--- config.mk ---
export PLATFORM = sky130hd
export DESIGN_NAME = regfile_wb_arbiter
export DESIGN_NICKNAME = d
export VERILOG_FILES = /design/src/rtl/regfile_wb_arbiter.sv
export SDC_FILE = /design/constraint.sdc
export NUM_CORES = 1
export LEC_CHECK = 0
export CELL_PAD_IN_SITES_DETAIL_PLACEMENT = 1
export CELL_PAD_IN_SITES_GLOBAL_PLACEMENT = 1
export CORE_MARGIN = 4
export CORE_UTILIZATION = 27
export CTS_BUF_LIST = sky130_fd_sc_hd__clkbuf_8
export DETAILED_ROUTE_END_ITERATION = 16
export PLACE_DENSITY = 0.82
export SKIP_CTS_REPAIR_TIMING = 1
export SYNTH_ARGS = -nofsm -noshare
export SYNTH_HDL_FRONTEND = slang
export SYNTH_SLANG_ARGS = --single-unit
--- constraint.sdc ---
create_clock -name clk -period 2.1 [get_ports clk]
set_input_delay 0.42 -clock clk [delete_from_list [all_inputs] [get_ports clk]]
set_output_delay 0.42 -clock clk [all_outputs]
set_load 0.005 [all_outputs]
--- src/rtl/regfile_wb_arbiter.sv ---
// Register-file write-port arbiter: pipeline writeback vs NUM_MC multi-cycle units.
// Optional macro WB_ARB_PERF_EN adds a saturating pipeline-stall counter output.
module regfile_wb_arbiter #(
    parameter int NUM_MC       = 2,
    parameter int STARVE_LIMIT = 4
) (
    input  logic                  clk,
    input  logic                  rst,
    input  logic                  pipe_valid,
    output logic                  pipe_ready,
    input  logic [4:0]            pipe_reg,
    input  logic [31:0]           pipe_data,
    input  logic [NUM_MC-1:0]     mc_valid,
    output logic [NUM_MC-1:0]     mc_ready,
    input  logic [5*NUM_MC-1:0]   mc_reg,
    input  logic [32*NUM_MC-1:0]  mc_data,
    output logic                  reg_write,
    output logic [4:0]            write_reg,
    output logic [31:0]           write_data,
    output logic [3:0]            wb_src
`ifdef WB_ARB_PERF_EN
    ,
    output logic [31:0]           pipe_stall_cnt
`endif
);

    localparam int PW = (NUM_MC > 1) ? $clog2(NUM_MC) : 1;

    // Handshake: a transfer happens on a posedge where valid && ready; a
    // requester holds valid, reg and data stable until it sees ready.
    logic [7:0]        starve_cnt;
    logic [PW-1:0]     rr_ptr;
    logic              force_mc;
    logic              mc_en;
    logic              pipe_xfer;
    logic              mc_xfer;
    logic              found;
    logic [PW-1:0]     grant_idx;
    logic [NUM_MC-1:0] grant;
    logic [4:0]        sel_reg;
    logic [31:0]       sel_data;

    assign force_mc   = (|mc_valid) && (starve_cnt >= 8'(STARVE_LIMIT));
    assign pipe_ready = !rst && !force_mc;
    assign mc_en      = !rst && (!pipe_valid || force_mc);
    assign pipe_xfer  = pipe_valid && pipe_ready;
    assign mc_xfer    = |grant;
    assign mc_ready   = grant;

    // Round-robin: first pass covers units at or above rr_ptr, second pass wraps.
    always_comb begin
        found     = 1'b0;
        grant_idx = '0;
        for (int i = 0; i < NUM_MC; i++) begin
            if (!found && mc_valid[i] && (PW'(i) >= rr_ptr)) begin
                found     = 1'b1;
                grant_idx = PW'(i);
            end
        end
        for (int i = 0; i < NUM_MC; i++) begin
            if (!found && mc_valid[i]) begin
                found     = 1'b1;
                grant_idx = PW'(i);
            end
        end
    end

    always_comb begin
        grant    = '0;
        sel_reg  = '0;
        sel_data = '0;
        for (int i = 0; i < NUM_MC; i++) begin
            if (grant_idx == PW'(i)) begin
                grant[i] = found && mc_en;
                sel_reg  = mc_reg[5*i +: 5];
                sel_data = mc_data[32*i +: 32];
            end
        end
    end

    always_ff @(posedge clk or posedge rst) begin
        if (rst) begin
            reg_write  <= 1'b0;
            write_reg  <= '0;
            write_data <= '0;
            wb_src     <= '0;
            starve_cnt <= '0;
            rr_ptr     <= '0;
        end else begin
            // r0 transfers complete normally but never raise the write enable.
            if (pipe_xfer) begin
                reg_write  <= (pipe_reg != 5'd0);
                write_reg  <= pipe_reg;
                write_data <= pipe_data;
                wb_src     <= 4'd0;
            end else if (mc_xfer) begin
                reg_write  <= (sel_reg != 5'd0);
                write_reg  <= sel_reg;
                write_data <= sel_data;
                wb_src     <= 4'(grant_idx) + 4'd1;
            end else begin
                reg_write  <= 1'b0;
                wb_src     <= 4'd0;
            end

            if (mc_xfer) begin
                rr_ptr <= (grant_idx == PW'(NUM_MC - 1)) ? '0 : grant_idx + PW'(1);
            end

            if (mc_xfer || !(|mc_valid)) begin
                starve_cnt <= '0;
            end else if (starve_cnt < 8'(STARVE_LIMIT)) begin
                starve_cnt <= starve_cnt + 8'd1;
            end
        end
    end

`ifdef WB_ARB_PERF_EN
    always_ff @(posedge clk or posedge rst) begin
        if (rst) begin
            pipe_stall_cnt <= '0;
        end else if (pipe_valid && !pipe_ready && (pipe_stall_cnt != 32'hFFFF_FFFF)) begin
            pipe_stall_cnt <= pipe_stall_cnt + 32'd1;
        end
    end
`endif

endmodule

==> results.sh <==
export IMPL_status="complete, no violations"
export IMPL_slowest_stage="dfrtp_2"
export IMPL_synth_area_um2=2570
export IMPL_grt_pass1_vias=2925
export IMPL_hold_viol=0
export IMPL_grt_antenna_before_repair=0
export IMPL_finalSetupTns_ns=0
export IMPL_ys_seq_area_frac=0.478
export IMPL_clk_pin_slew_ns=0.09
export IMPL_grt_use_total=0.170
export IMPL_fp_dieH_um=105
export IMPL_die_area_um2=11100
export IMPL_fillCellCount=1029
export IMPL_ys_warn_count=0
export IMPL_cp_end_kind="primary output"
export IMPL_path_max_fanout=3
export IMPL_gp_congestion=0.727
export IMPL_max_cap_violations=0
export IMPL_clockBufferDepth=2
export IMPL_path_buf_inv=2
export IMPL_grt_pass1_wl_um=15000
export IMPL_postSynthAreaPerCell_um2=11.0
export IMPL_dr_first_iter_drc_count=80
export IMPL_final_common_cell="clkdlybuf4s50_1"
export IMPL_wire_per_inst_um=17.8
export IMPL_ys_ff_latch=49
export IMPL_numCtsBuffers=5
export IMPL_clk_latency_ns=0.30
export IMPL_critPathTopFamily="simple AND/OR/NAND/NOR gates"
export IMPL_synth_main_ff_cell="dfrtp_1"
export IMPL_p_switching_w=0.000912
export IMPL_internal_power_w=0.00235
export IMPL_htreeDepth=2
export IMPL_hp_class="reg -> reg"
export IMPL_area_growth_pct=79.3
export IMPL_finalClockSkew_ns=0.00641
export IMPL_synth_cell_type_count=37
export IMPL_finalWirelength_um=9520
export IMPL_synth_edff_count=0
export IMPL_most_common_layout_cells="clkdlybuf4s50_1 (155), dfrtp_1 (48), mux2i_1 (36), a22oi_1 (36), buf_4 (19)"
export IMPL_async_reset_ff_frac=1.00
export IMPL_period_share=0.990
export IMPL_drc=0
export IMPL_fp_dieW_um=105
export IMPL_arrival_ns=1.66
export IMPL_ir_drop_uv=276
export IMPL_ant_nets=0
export IMPL_cts_root_buffer="clkbuf_8"
export IMPL_drive_above_1_share=0.116
export IMPL_rsz0062_at_grt="yes"
export IMPL_num_antenna_cells=0
export IMPL_start_util=0.278
export IMPL_clock_fmax_mhz=481
export IMPL_io_pins=161
export IMPL_power_density_nw_per_um2=710
export IMPL_setup_slack_ns=0.0210
export IMPL_min_period_ns=2.08
export IMPL_seqCellArea_um2=1230
export IMPL_cp_required_ns=1.68
export IMPL_grt_max_degree=35
export IMPL_vias_per_cell=4.83
export IMPL_criticalPathCategory="reg -> out"
export IMPL_drv_slew=0
export IMPL_cp_start_kind="register"
export IMPL_setup_viol=0
export IMPL_dr_pass1_iters=4
export IMPL_multiInputGateArea_um2=1200
export IMPL_synthCells=233
export IMPL_num_rows=35
export IMPL_cts_tree="done"
export IMPL_vias=2584
export IMPL_layout_nets=523
export IMPL_core_um2=9240
export IMPL_pwr_share_comb=0.375
export IMPL_cp_cell_sequence="nor4_4 > buf_4 > a31oi_4 > and3_1 > dlymetal6s2s_1"
export IMPL_portBuffers=158
export IMPL_grt_overflow=0
export IMPL_swShare=0.279
export IMPL_largest_reg_flops=32
export IMPL_pwr_share_seq=0.381
export IMPL_pre_cts_ws_ns=-0.231
export IMPL_dp_hpwl_um=7520
export IMPL_cpPeakStageDelay_ns=0.45
export IMPL_p_leak_nw=2.03
export IMPL_clkSinkCount=49
export IMPL_power_frac_clock=0.244
==> worst paths after layout <==
check,start,to,slack [ns],cells past startpoint
max,starve_cnt[4],mc_ready[0],0.02,5
min,write_data[29],write_data[29],0.51,2
max reg2reg,starve_cnt[4],write_data[2],0.19,8
min reg2reg,write_data[29],write_data[29],0.51,2
max in group asynchronous,rst,starve_cnt[4],0.92,4
min in group asynchronous,rst,write_data[28],0.72,4
==> synthesized netlist by cell type, types with 2 or more instances <==
library cell / instances / area share
buf_6: 5 / 0.022
nand3_1: 3 / 0.0058
nand2_1: 3 / 0.0044
nor2_1: 4 / 0.0058
and2_1: 3 / 0.0073
mux2i_1: 36 / 0.14
ha_1: 2 / 0.0097
o21a_1: 2 / 0.0058
a21oi_1: 4 / 0.0078
buf_2: 5 / 0.0097
dfrtp_1: 49 / 0.48
clkbuf_2: 3 / 0.0058
o21ai_0: 18 / 0.035
a22oi_1: 36 / 0.11
nor3_1: 3 / 0.0058
or4_1: 2 / 0.0058
inv_1: 6 / 0.0088
buf_4: 6 / 0.018
and3_1: 5 / 0.012
o211ai_1: 3 / 0.0088
o21ai_1: 18 / 0.035
nor2b_1: 2 / 0.0049
==> power groups by stage <==
stage	combinational, W	clock, W	sequential, W
3_3_place_gp	0.00119	0	0.00125
5_1_grt	0.00133	0.000860	0.00127
6_report	0.00122	0.000796	0.00124
2_1_floorplan	0.000452	0	0.00126
4_1_cts	0.00124	0.000826	0.00125
3_5_place_dp	0.00123	0	0.00126
==> area by class of cell <==
cell class	count	share of cell area
clock buffers	5	0.0150
multi-input cells	159	0.260
clock inverters	3	0.0141
inverters	7	0.00626
well taps	129	0.0351
flip-flops and latches	49	0.267
repair buffers	183	0.403
==> cells by family after synthesis <==
group,share of synthesized area
AOI/OAI and AO/OA,0.226
and+or+nand+nor,0.0736
adders and majority gates,0.00975
muxes,0.145
other,0.00146
buffers and inverters,0.0663
DFF,0.478
==> through the flow <==
stage | hold slack [ns] | power, W | cell area, um2 | utilization | std cells
after floorplan | 0.480 | 0.00171 | 2570 | - | 234
after global placement | 0.490 | 0.00244 | 4410 | 0.477 | 523
after detailed placement | 0.496 | 0.00249 | 4410 | 0.477 | 523
after CTS | 0.523 | 0.00331 | 4550 | 0.492 | 531
after global routing | 0.543 | 0.00346 | 4600 | 0.498 | 535
final | 0.515 | 0.00326 | 4600 | 0.498 | 535
==> layer usage <==
metal | GRT usage | up-vias | wire (um)
li1 | - | 1212 | -
met1 | 0.188 | 1275 | 3590
met2 | 0.319 | 82 | 5180
met3 | 0.0447 | 15 | 600
met4 | 0.0435 | 0 | 154
met5 | 0 | - | 0
==> worst min-delay path, delay by kind of cell (launching register included) <==
family / cells / cell delay, ns
AOI/OAI and AO/OA: 2 / 0.13
DFF: 1 / 0.35
Power figures use the tool's default switching activity.
